$ cat config.mk
export PLATFORM = sky130hd
export DESIGN_NAME = keypad_scan16
export DESIGN_NICKNAME = d
export VERILOG_FILES = /design/src/rtl/keypad_pkg.sv /design/src/rtl/keypad_scan16_fsm.sv /design/src/rtl/keypad_scan16.sv
export SDC_FILE = /design/constraint.sdc
export NUM_CORES = 1
export LEC_CHECK = 0
export CAP_MARGIN = 25
export CORE_MARGIN = 5
export CORE_UTILIZATION = 56
export DETAILED_ROUTE_END_ITERATION = 8
export HOLD_SLACK_MARGIN = 0.15
export PLACE_DENSITY = 0.9
export SLEW_MARGIN = 20
export SYNTH_ARGS = -nofsm -noshare
export SYNTH_HDL_FRONTEND = slang
export SYNTH_SLANG_ARGS = --single-unit
$ cat constraint.sdc
create_clock -name clk -period 3.5 [get_ports clk]
set_clock_uncertainty 0.05 [all_clocks]
set_input_delay 0.7 -clock clk [delete_from_list [all_inputs] [get_ports clk]]
set_output_delay 0.7 -clock clk [all_outputs]
set_load 0.1 [all_outputs]
$ cat src/rtl/keypad_pkg.sv
// Shared types and helpers for the 4x4 keypad scanner: FSM states, column
// drive patterns, the per-frame scan result and small bit-count helpers.
package keypad_pkg;

  typedef enum logic [1:0] {
    ST_IDLE     = 2'd0,
    ST_DEBOUNCE = 2'd1,
    ST_PRESSED  = 2'd2
  } kp_state_e;

  localparam logic [3:0] COL_PATTERN [4] = '{4'b1110, 4'b1101, 4'b1011, 4'b0111};

  typedef struct packed {
    logic       valid;
    logic [3:0] code;
  } frame_result_t;

  function automatic logic [2:0] popcount4(input logic [3:0] v);
    return {2'b00, v[0]} + {2'b00, v[1]} + {2'b00, v[2]} + {2'b00, v[3]};
  endfunction

  // Index of the lowest set bit; only meaningful when exactly one bit is set.
  function automatic logic [1:0] low_index(input logic [3:0] v);
    logic [1:0] idx;
    idx = 2'd0;
    if (v[3]) idx = 2'd3;
    if (v[2]) idx = 2'd2;
    if (v[1]) idx = 2'd1;
    if (v[0]) idx = 2'd0;
    return idx;
  endfunction

endpackage

$ cat src/rtl/keypad_scan16_fsm.sv
// Press/release debouncer: advances once per scan frame and emits a one-cycle
// accept pulse with the accepted key code, plus a held flag until release.
module key_debounce_fsm
  import keypad_pkg::*;
#(
  parameter int DEBOUNCE_SCANS = 4
) (
  input  logic       clk,
  input  logic       rst_n,
  input  logic       frame_tick,
  input  logic       result_valid,
  input  logic [3:0] result_code,
  output logic       accept,
  output logic [3:0] code,
  output logic       held
);

  localparam int CW = $clog2(DEBOUNCE_SCANS + 1);
  localparam logic [CW-1:0] DS_C = CW'(DEBOUNCE_SCANS);

  kp_state_e     state_r;
  logic [3:0]    cand_r;
  logic [CW-1:0] cnt_r;
  logic          accept_r;
  logic [3:0]    code_r;
  logic          held_r;

  // The same counter tracks matching press frames in DEBOUNCE and release frames in PRESSED.
  always_ff @(posedge clk or negedge rst_n) begin
    if (!rst_n) begin
      state_r  <= ST_IDLE;
      cand_r   <= 4'd0;
      cnt_r    <= '0;
      accept_r <= 1'b0;
      code_r   <= 4'd0;
      held_r   <= 1'b0;
    end else begin
      accept_r <= 1'b0;
      if (frame_tick) begin
        case (state_r)
          ST_IDLE: begin
            if (result_valid) begin
              cand_r <= result_code;
              if (DS_C == CW'(1)) begin
                accept_r <= 1'b1;
                code_r   <= result_code;
                held_r   <= 1'b1;
                cnt_r    <= '0;
                state_r  <= ST_PRESSED;
              end else begin
                cnt_r   <= CW'(1);
                state_r <= ST_DEBOUNCE;
              end
            end
          end
          ST_DEBOUNCE: begin
            if (result_valid && (result_code == cand_r)) begin
              if ((cnt_r + CW'(1)) == DS_C) begin
                accept_r <= 1'b1;
                code_r   <= cand_r;
                held_r   <= 1'b1;
                cnt_r    <= '0;
                state_r  <= ST_PRESSED;
              end else begin
                cnt_r <= cnt_r + CW'(1);
              end
            end else if (result_valid) begin
              cand_r <= result_code;
              cnt_r  <= CW'(1);
            end else begin
              cnt_r   <= '0;
              state_r <= ST_IDLE;
            end
          end
          ST_PRESSED: begin
            if (result_valid) begin
              cnt_r <= '0;
            end else if ((cnt_r + CW'(1)) == DS_C) begin
              cnt_r   <= '0;
              held_r  <= 1'b0;
              state_r <= ST_IDLE;
            end else begin
              cnt_r <= cnt_r + CW'(1);
            end
          end
          default: begin
            cnt_r   <= '0;
            held_r  <= 1'b0;
            state_r <= ST_IDLE;
          end
        endcase
      end
    end
  end

  assign accept = accept_r;
  assign code   = code_r;
  assign held   = held_r;

endmodule

$ cat src/rtl/keypad_scan16.sv
// 4x4 matrix keypad scanner: walks a low column across the keypad, classifies
// each frame, debounces presses and shifts accepted hex digits into number.
module keypad_scan16
  import keypad_pkg::*;
#(
  parameter int SCAN_DIV_BITS  = 17,
  parameter int DEBOUNCE_SCANS = 4
) (
  input  logic        clk,
  input  logic        rst_n,
  input  logic [3:0]  row,
  input  logic        clear,
  output logic [3:0]  col,
  output logic [15:0] number,
  output logic [3:0]  key_code,
  output logic        key_valid,
  output logic        key_held
);

  logic [3:0]               row_meta_r;
  logic [3:0]               row_sync_r;
  logic [SCAN_DIV_BITS-1:0] slot_cnt_r;
  logic [1:0]               col_idx_r;
  logic [3:0]               col_r;
  logic [1:0]               acc_cnt_r;   // low bits seen this frame, saturating at 2
  logic [3:0]               acc_code_r;
  logic [15:0]              number_r;

  logic                     slot_end_s;
  logic                     frame_tick_s;
  logic [1:0]               next_idx_s;
  logic [3:0]               lows_s;
  logic [2:0]               samp_cnt_s;
  logic [3:0]               samp_code_s;
  logic [2:0]               sum_s;
  logic [1:0]               acc_cnt_next_s;
  logic [3:0]               acc_code_next_s;
  frame_result_t            result_s;
  logic                     accept_s;
  logic [3:0]               code_s;
  logic                     held_s;

  // Classify the current column sample and fold it into the frame result.
  always_comb begin
    slot_end_s      = &slot_cnt_r;
    frame_tick_s    = slot_end_s && (col_idx_r == 2'd3);
    next_idx_s      = col_idx_r + 2'd1;
    lows_s          = ~row_sync_r;
    samp_cnt_s      = popcount4(lows_s);
    samp_code_s     = {low_index(lows_s), col_idx_r};
    sum_s           = {1'b0, acc_cnt_r} + samp_cnt_s;
    acc_cnt_next_s  = (sum_s >= 3'd2) ? 2'd2 : sum_s[1:0];
    acc_code_next_s = acc_code_r;
    if ((acc_cnt_r == 2'd0) && (samp_cnt_s == 3'd1)) begin
      acc_code_next_s = samp_code_s;
    end else begin
      acc_code_next_s = acc_code_r;
    end
    result_s = '{valid: 1'b0, code: 4'd0};
    case (acc_cnt_r)
      2'd0:    result_s = '{valid: (samp_cnt_s == 3'd1), code: samp_code_s};
      2'd1:    result_s = '{valid: (samp_cnt_s == 3'd0), code: acc_code_r};
      default: result_s = '{valid: 1'b0, code: 4'd0};
    endcase
  end

  // Row synchronizer, free-running slot counter and column walk.
  always_ff @(posedge clk or negedge rst_n) begin
    if (!rst_n) begin
      row_meta_r <= 4'hF;
      row_sync_r <= 4'hF;
      slot_cnt_r <= '0;
      col_idx_r  <= 2'd0;
      col_r      <= 4'b1110;
      acc_cnt_r  <= 2'd0;
      acc_code_r <= 4'd0;
    end else begin
      row_meta_r <= row;
      row_sync_r <= row_meta_r;
      slot_cnt_r <= slot_cnt_r + SCAN_DIV_BITS'(1);
      if (slot_end_s) begin
        col_idx_r <= next_idx_s;
        col_r     <= COL_PATTERN[next_idx_s];
        if (frame_tick_s) begin
          acc_cnt_r  <= 2'd0;
          acc_code_r <= 4'd0;
        end else begin
          acc_cnt_r  <= acc_cnt_next_s;
          acc_code_r <= acc_code_next_s;
        end
      end
    end
  end

  key_debounce_fsm #(
    .DEBOUNCE_SCANS(DEBOUNCE_SCANS)
  ) u_fsm (
    .clk          (clk),
    .rst_n        (rst_n),
    .frame_tick   (frame_tick_s),
    .result_valid (result_s.valid),
    .result_code  (result_s.code),
    .accept       (accept_s),
    .code         (code_s),
    .held         (held_s)
  );

  // Entry shift register; shifts on the edge that ends the key_valid pulse, clear wins.
  always_ff @(posedge clk or negedge rst_n) begin
    if (!rst_n) begin
      number_r <= 16'h0000;
    end else if (clear) begin
      number_r <= 16'h0000;
    end else if (accept_s) begin
      number_r <= {number_r[11:0], code_s};
    end
  end

  assign col       = col_r;
  assign number    = number_r;
  assign key_code  = code_s;
  assign key_valid = accept_s;
  assign key_held  = held_s;

endmodule

-- Word-level counts from Yosys, hierarchy flattened
Index checks and enable logic that the tools add are counted.
- add/sub/neg operators: 7
- multiply operators: 0
- divide/modulo/power cells: 0
- $lt $le $gt $ge: 2
- equal/unequal tests: 15
- shift-type cells: 0
- muxes and demuxes: 39
- bitwise operators: 3
- reductions and logical operators: 16
- operator list (cell ; count):
    2-to-1 mux 16 bit ; 2
    2-to-1 mux 2 bit ; 12
    2-to-1 mux 4 bit ; 6
    AND reduction 18 bit ; 1
    adder 17 x 1 -> 17 bit, second input constant ; 1
    AND reduction 17 bit ; 1
    2-to-1 mux 3 bit ; 4
    AND reduction 6 bit ; 2
    one-hot mux 5 bit (2 select lines) ; 1
    2-to-1 mux 1 bit ; 9
    one-hot mux 3 bit (3 select lines) ; 1
    binary-select mux 4 bit (select 2 bit) ; 1
    one-hot mux 4 bit (2 select lines) ; 1
    inequality test 2 x 1 -> 1 bit, second input constant ; 3
    inequality test 2 bit, second input constant ; 3
    one-hot mux 2 bit (3 select lines) ; 1
    nonzero test 2 bit ; 3
    == test 2 x 1 -> 1 bit, second input constant ; 2
    == test 2 bit, second input constant ; 2
    == test 4 bit ; 1
    logical NOT 2 bit ; 2
    NOT 4 bit ; 1
    AND reduction 4 bit ; 1
    adder 2 x 1 -> 3 bit ; 1
    18 further kinds ; 20
- flip-flop bits (word level): 68
- latch bits: 0
- RAM bits: 0
- ROM bits: 0
- input bits: 7
- output and inout port bits: 26
- memories kept: 0

-- Depth between registers and ports, before layout
Gate-level depths: netlist (run 1).
- depth after elaboration: 11
- mapped depth: 12

-- Hierarchy
A second synthesis (run 1) with hierarchy kept.
- cell total of the unflattened synthesis: 274
- area total of the unflattened synthesis: 3175.5 um^2
- modules (own cells, without submodules) (module ; times used ; cells each ; area an instance (um^2)):
    keypad_scan16 ; 1 ; 197 ; 2381.0
    key_debounce_fsm ; 1 ; 77 ; 794.5

-- Least setup slack after synthesis (run 1)
OpenSTA, ideal clock, no wires.
- path type: register to register
- from: register row_sync_r[1]
- to: register u_fsm.code_r[1], in the netlist u_fsm.code[1]
- arrival: 2626 ps
- data required time: 3324 ps
- setup slack: 698 ps
- stages on the path, launching flop included: 10
- path through: dfstp_2 fa_1 inv_1 ha_1 ha_1 nor3_2 nand2_1 nor2_1 o2111ai_4 mux2_4
- word-level cells in the longest chain between the ends: 8
- ends and longest elaborated chain (item ; line ; RTL):
    start: declaration ; keypad_scan16.sv:21 ; logic [3:0] row_sync_r;
    start signal: assignment ; keypad_scan16.sv:79 ; row_sync_r <= row_meta_r;
    NOT 4 bit * ; keypad_scan16.sv:48 ; lows_s = ~row_sync_r;
    adder 1 x 1 -> 2 bit ; keypad_pkg.sv:19 ; return {2'b00, v[0]} + {2'b00, v[1]} + {2'b00, v[2]} + {2'b00, v[3]};
    adder 2 x 1 -> 3 bit ; keypad_pkg.sv:19 ;
    adder 3 x 1 -> 3 bit ; keypad_pkg.sv:19 ;
    == test 3 x 1 -> 1 bit / logical NOT 3 bit (equally long branches) ; keypad_scan16.sv:61, keypad_scan16.sv:62 ;
    one-hot mux 5 bit (2 select lines) * ; keypad_scan16.sv:60 ; case (acc_cnt_r)
    logical AND 1 bit * ; keypad_scan16_fsm.sv:57 ; if (result_valid && (result_code == cand_r)) begin
    AND reduction 4 bit (no line) * ; -- ;
    end signal: assignment ; keypad_scan16_fsm.sv:46 ; code_r <= result_code;
    end signal: assignment ; keypad_scan16_fsm.sv:60 ; code_r <= cand_r;
    end: declaration ; keypad_scan16_fsm.sv:25 ; logic [3:0] code_r;
Every way passes the cells marked *; elsewhere a longest branch is shown, timed or not.
A chain may end at the register's enable or synchronous reset.

-- Worst setup path after layout (run 1)
Same ends and word-level chain as after synthesis.

==> out/metrics.cfg, run 1 <==
[run_status]
status = finished, final reports clean

[synthesis]
synth_area_per_cell_sq_um = 11.6
synth_cell_types = 42
synth.top_cell.area_share = 0.450
synth.most_common_cell = dfrtp_1
syn_area_sq_mm = 0.00317
syn_inst = 273
yosysTopAreaCell = dfrtp_1
yosysWarningCount = 0
synth_common_cells = 57 x dfrtp_1, 28 x nor2_1, 22 x mux2i_1
synthFlopType = dfrtp_1
syn-num-nets = 293
synth.area.top_cells = dfrtp_1 45%, dfstp_2 9.1%, mux2i_1 6.9%, ha_1 4.3%, nor2_1 3.3%
synth_edf_count = 0
synthArstFlopShare = 1.00
ys_seq_area_frac = 0.541
ys_seq_elements = 68

[clocking]
htree_num_levels = 3
cts-root-buf = clkbuf_8
clock_path_buffers = 2
cts_tree = done
ctsResizeCount = 0
cts_sinks = 68
clock_latency_ps = 340
holdBufCountCts = 0
cts_made_buffers = 9
cts_setup_buffers = 0
clk_pin_slew_ps = 80

[sta]
finalSetupViolCount = 0
max_freq_mhz = 324
maxSlewViolCount = 0
hold_slack_ps = 302
setup-tns-final_ps = 0
finalHoldViolations = 0
rsz0062_at_grt = false
min_period_over_period = 0.881
fin_crit_ps = 3080
worst_slew_pin_slew_ps = 971
setup_ws_ps = 416
max-slew-margin-rel = 0.351

[grt]
grt_pass1_vias = 2137
grt_max_degree = 27
antenna_found_initial = 0
overflow = 0
grt.total_usage = 0.170
grt_pass1_wl_microns = 9770

[place]
hpwl_microns = 4230
dp.cells = 376
place_area_sq_mm = 0.00359
place.gp.congestion = 0.875
portBuffers = 32
dp_slack_ps = 435

[cells_and_area]
layout-drive-gt1-share = 0.178
instances_no_fill = 392
nets = 335
n_antenna_cell = 0
synthToLayoutAreaGrowth_pct = 19.5
final_core_util = 0.688
design_area_sq_mm = 0.00379

[power_and_ir_drop]
p_per_area_mw_per_mm2 = 399
irDropWorstVdd_uv = 322
leakage_nw = 1.70
finalPower_mw = 1.51

[setup_path]
worst_setup_path_end_kind = flop
cp.required_ps = 3680
worstPathMaxFanout = 7
path_class = reg2reg
crit_path_start_kind = flop
crit_arrival_ps = 3260

[drt]
drt_first_iter_violations = 161
avgRoutedWirePerCell_microns = 14.3
via_count = 2144
route.detailed.drc = 0
drt-total-wl_microns = 5590
drt-pass1-iter-count = 4
ant_nets = 0
via_per_inst = 5.47

[floorplanning]
die_h_microns = 85.3
die_x_microns = 85.3
start_util = 0.576
num_rows = 27
die_area_sq_mm = 0.00727
core-area_sq_mm = 0.00551
num_io_pins = 33

[run]
drv_cap = 0

[hold_path]
hp-class = reg2reg

[metal layers]
metal / routed length [microns] / part of all wire / vias to the layer above / global-route usage
met5: 0 / 0 / - / 0
met4: 112 / 0.020 / 0 / 0.0691
met3: 230 / 0.041 / 10 / 0.0485
met2: 2830 / 0.51 / 41 / 0.280
met1: 2430 / 0.43 / 1067 / 0.210
li1: - / - / 1026 / -
[power by group]
part | total [mW] | switching [mW] | internal, mW
clock network | 0.637 | 0.305 | 0.332
registers | 0.797 | 0.00348 | 0.794
logic | 0.0786 | 0.0516 | 0.0270
total | 1.51 | 0.360 | 1.15
[final timing paths]
check	start	endpoint	slack, ps	depth (start not counted)
setup / recovery	row_sync_r[1]	u_fsm.code[1]	420	9
hold / removal	row_meta_r[3]	row_sync_r[3]	300	0
setup reg to reg	row_sync_r[1]	u_fsm.code[1]	420	9
hold reg to reg	row_meta_r[3]	row_sync_r[3]	300	0
max in group asynchronous	rst_n	row_sync_r[0]	2480	2
min in group asynchronous	rst_n	slot_cnt_r[16]	320	1
[final cells by class]
class	count	area, sq um
clock buffer	9	124
clock inverter	7	76.3
fill	396	1720
inverter	17	63.8
multi-input combinational	181	1360
sequential	68	1720
tap	72	90.1
timing repair buffer	38	363
[sequential cells by signal (all words and copies together), names as in the netlist]
| name | count |
|---|---|
| u_fsm.cnt_r | 3 |
| acc_code_r | 4 |
| u_fsm.cand_r | 4 |
| u_fsm.held | 1 |
| u_fsm.state_r | 2 |
| col | 4 |
| row_sync_r | 4 |
| col_idx_r | 2 |
| u_fsm.accept | 1 |
| u_fsm.code | 4 |
| acc_cnt_r | 2 |
| row_meta_r | 4 |
| slot_cnt_r | 17 |
| number | 16 |
[cell usage in the layout (no fill, tap or decap), drive strengths merged, types with 2 or more instances in the layout]
| master | instances |
|---|---|
| xnor2 | 12 |
| o311ai | 2 |
| nand2 | 18 |
| nor2 | 28 |
| nor2b | 2 |
| dfstp | 11 |
| clkbuf | 9 |
| clkdlybuf4s50 | 24 |
| and3 | 6 |
| clkinvlp | 2 |
| and2 | 2 |
| ha | 11 |
| mux2 | 6 |
| nand2b | 3 |
| mux2i | 22 |
| inv | 18 |
| o21ai | 17 |
| dfrtp | 57 |
| nand3 | 12 |
| xor2 | 8 |
| fa | 2 |
| nor3 | 4 |
| a21oi | 3 |
| buf | 14 |
| nand4 | 7 |
| clkinv | 3 |
| o31ai | 3 |
| a31oi | 2 |
[kinds of logic (layout without fill, tap and decap cells)]
| group | after synthesis | in the layout | share of synthesized area |
|---|---|---|---|
| AOI/OAI and AO/OA | 35 | 35 | 0.0939 |
| muxes | 28 | 28 | 0.0919 |
| DFF | 68 | 68 | 0.541 |
| xor gates and xnor gates | 20 | 20 | 0.0552 |
| buffers and inverters | 24 | 71 | 0.0308 |
| adders and majority gates | 13 | 13 | 0.0560 |
| and+or+nand+nor | 85 | 85 | 0.131 |
[critical path, stage by stage, from the launching register on]
cell and delay [ps]:
dfstp_2 590, fa_1 420, inv_1 60, ha_1 140
ha_1 260, nor3_2 240, nand2_1 140, nor2_1 470
o2111ai_4 270, mux2_4 340
No activity file was read; power rests on OpenSTA's default activity.
==> run 2: changes to the inputs <==
--- a/config.mk
+++ b/config.mk
@@ -8,6 +8,7 @@
 export CAP_MARGIN = 25
 export CORE_MARGIN = 5
 export CORE_UTILIZATION = 56
+export CTS_CLUSTER_DIAMETER = 80
 export DETAILED_ROUTE_END_ITERATION = 8
 export HOLD_SLACK_MARGIN = 0.15
 export PLACE_DENSITY = 0.9
@@ -15,3 +16,4 @@
 export SYNTH_ARGS = -nofsm -noshare
 export SYNTH_HDL_FRONTEND = slang
 export SYNTH_SLANG_ARGS = --single-unit
+export TNS_END_PERCENT = 30
==> results of run 2 <==
The final DEF is identical to that of run 1; final timing and power are the same.
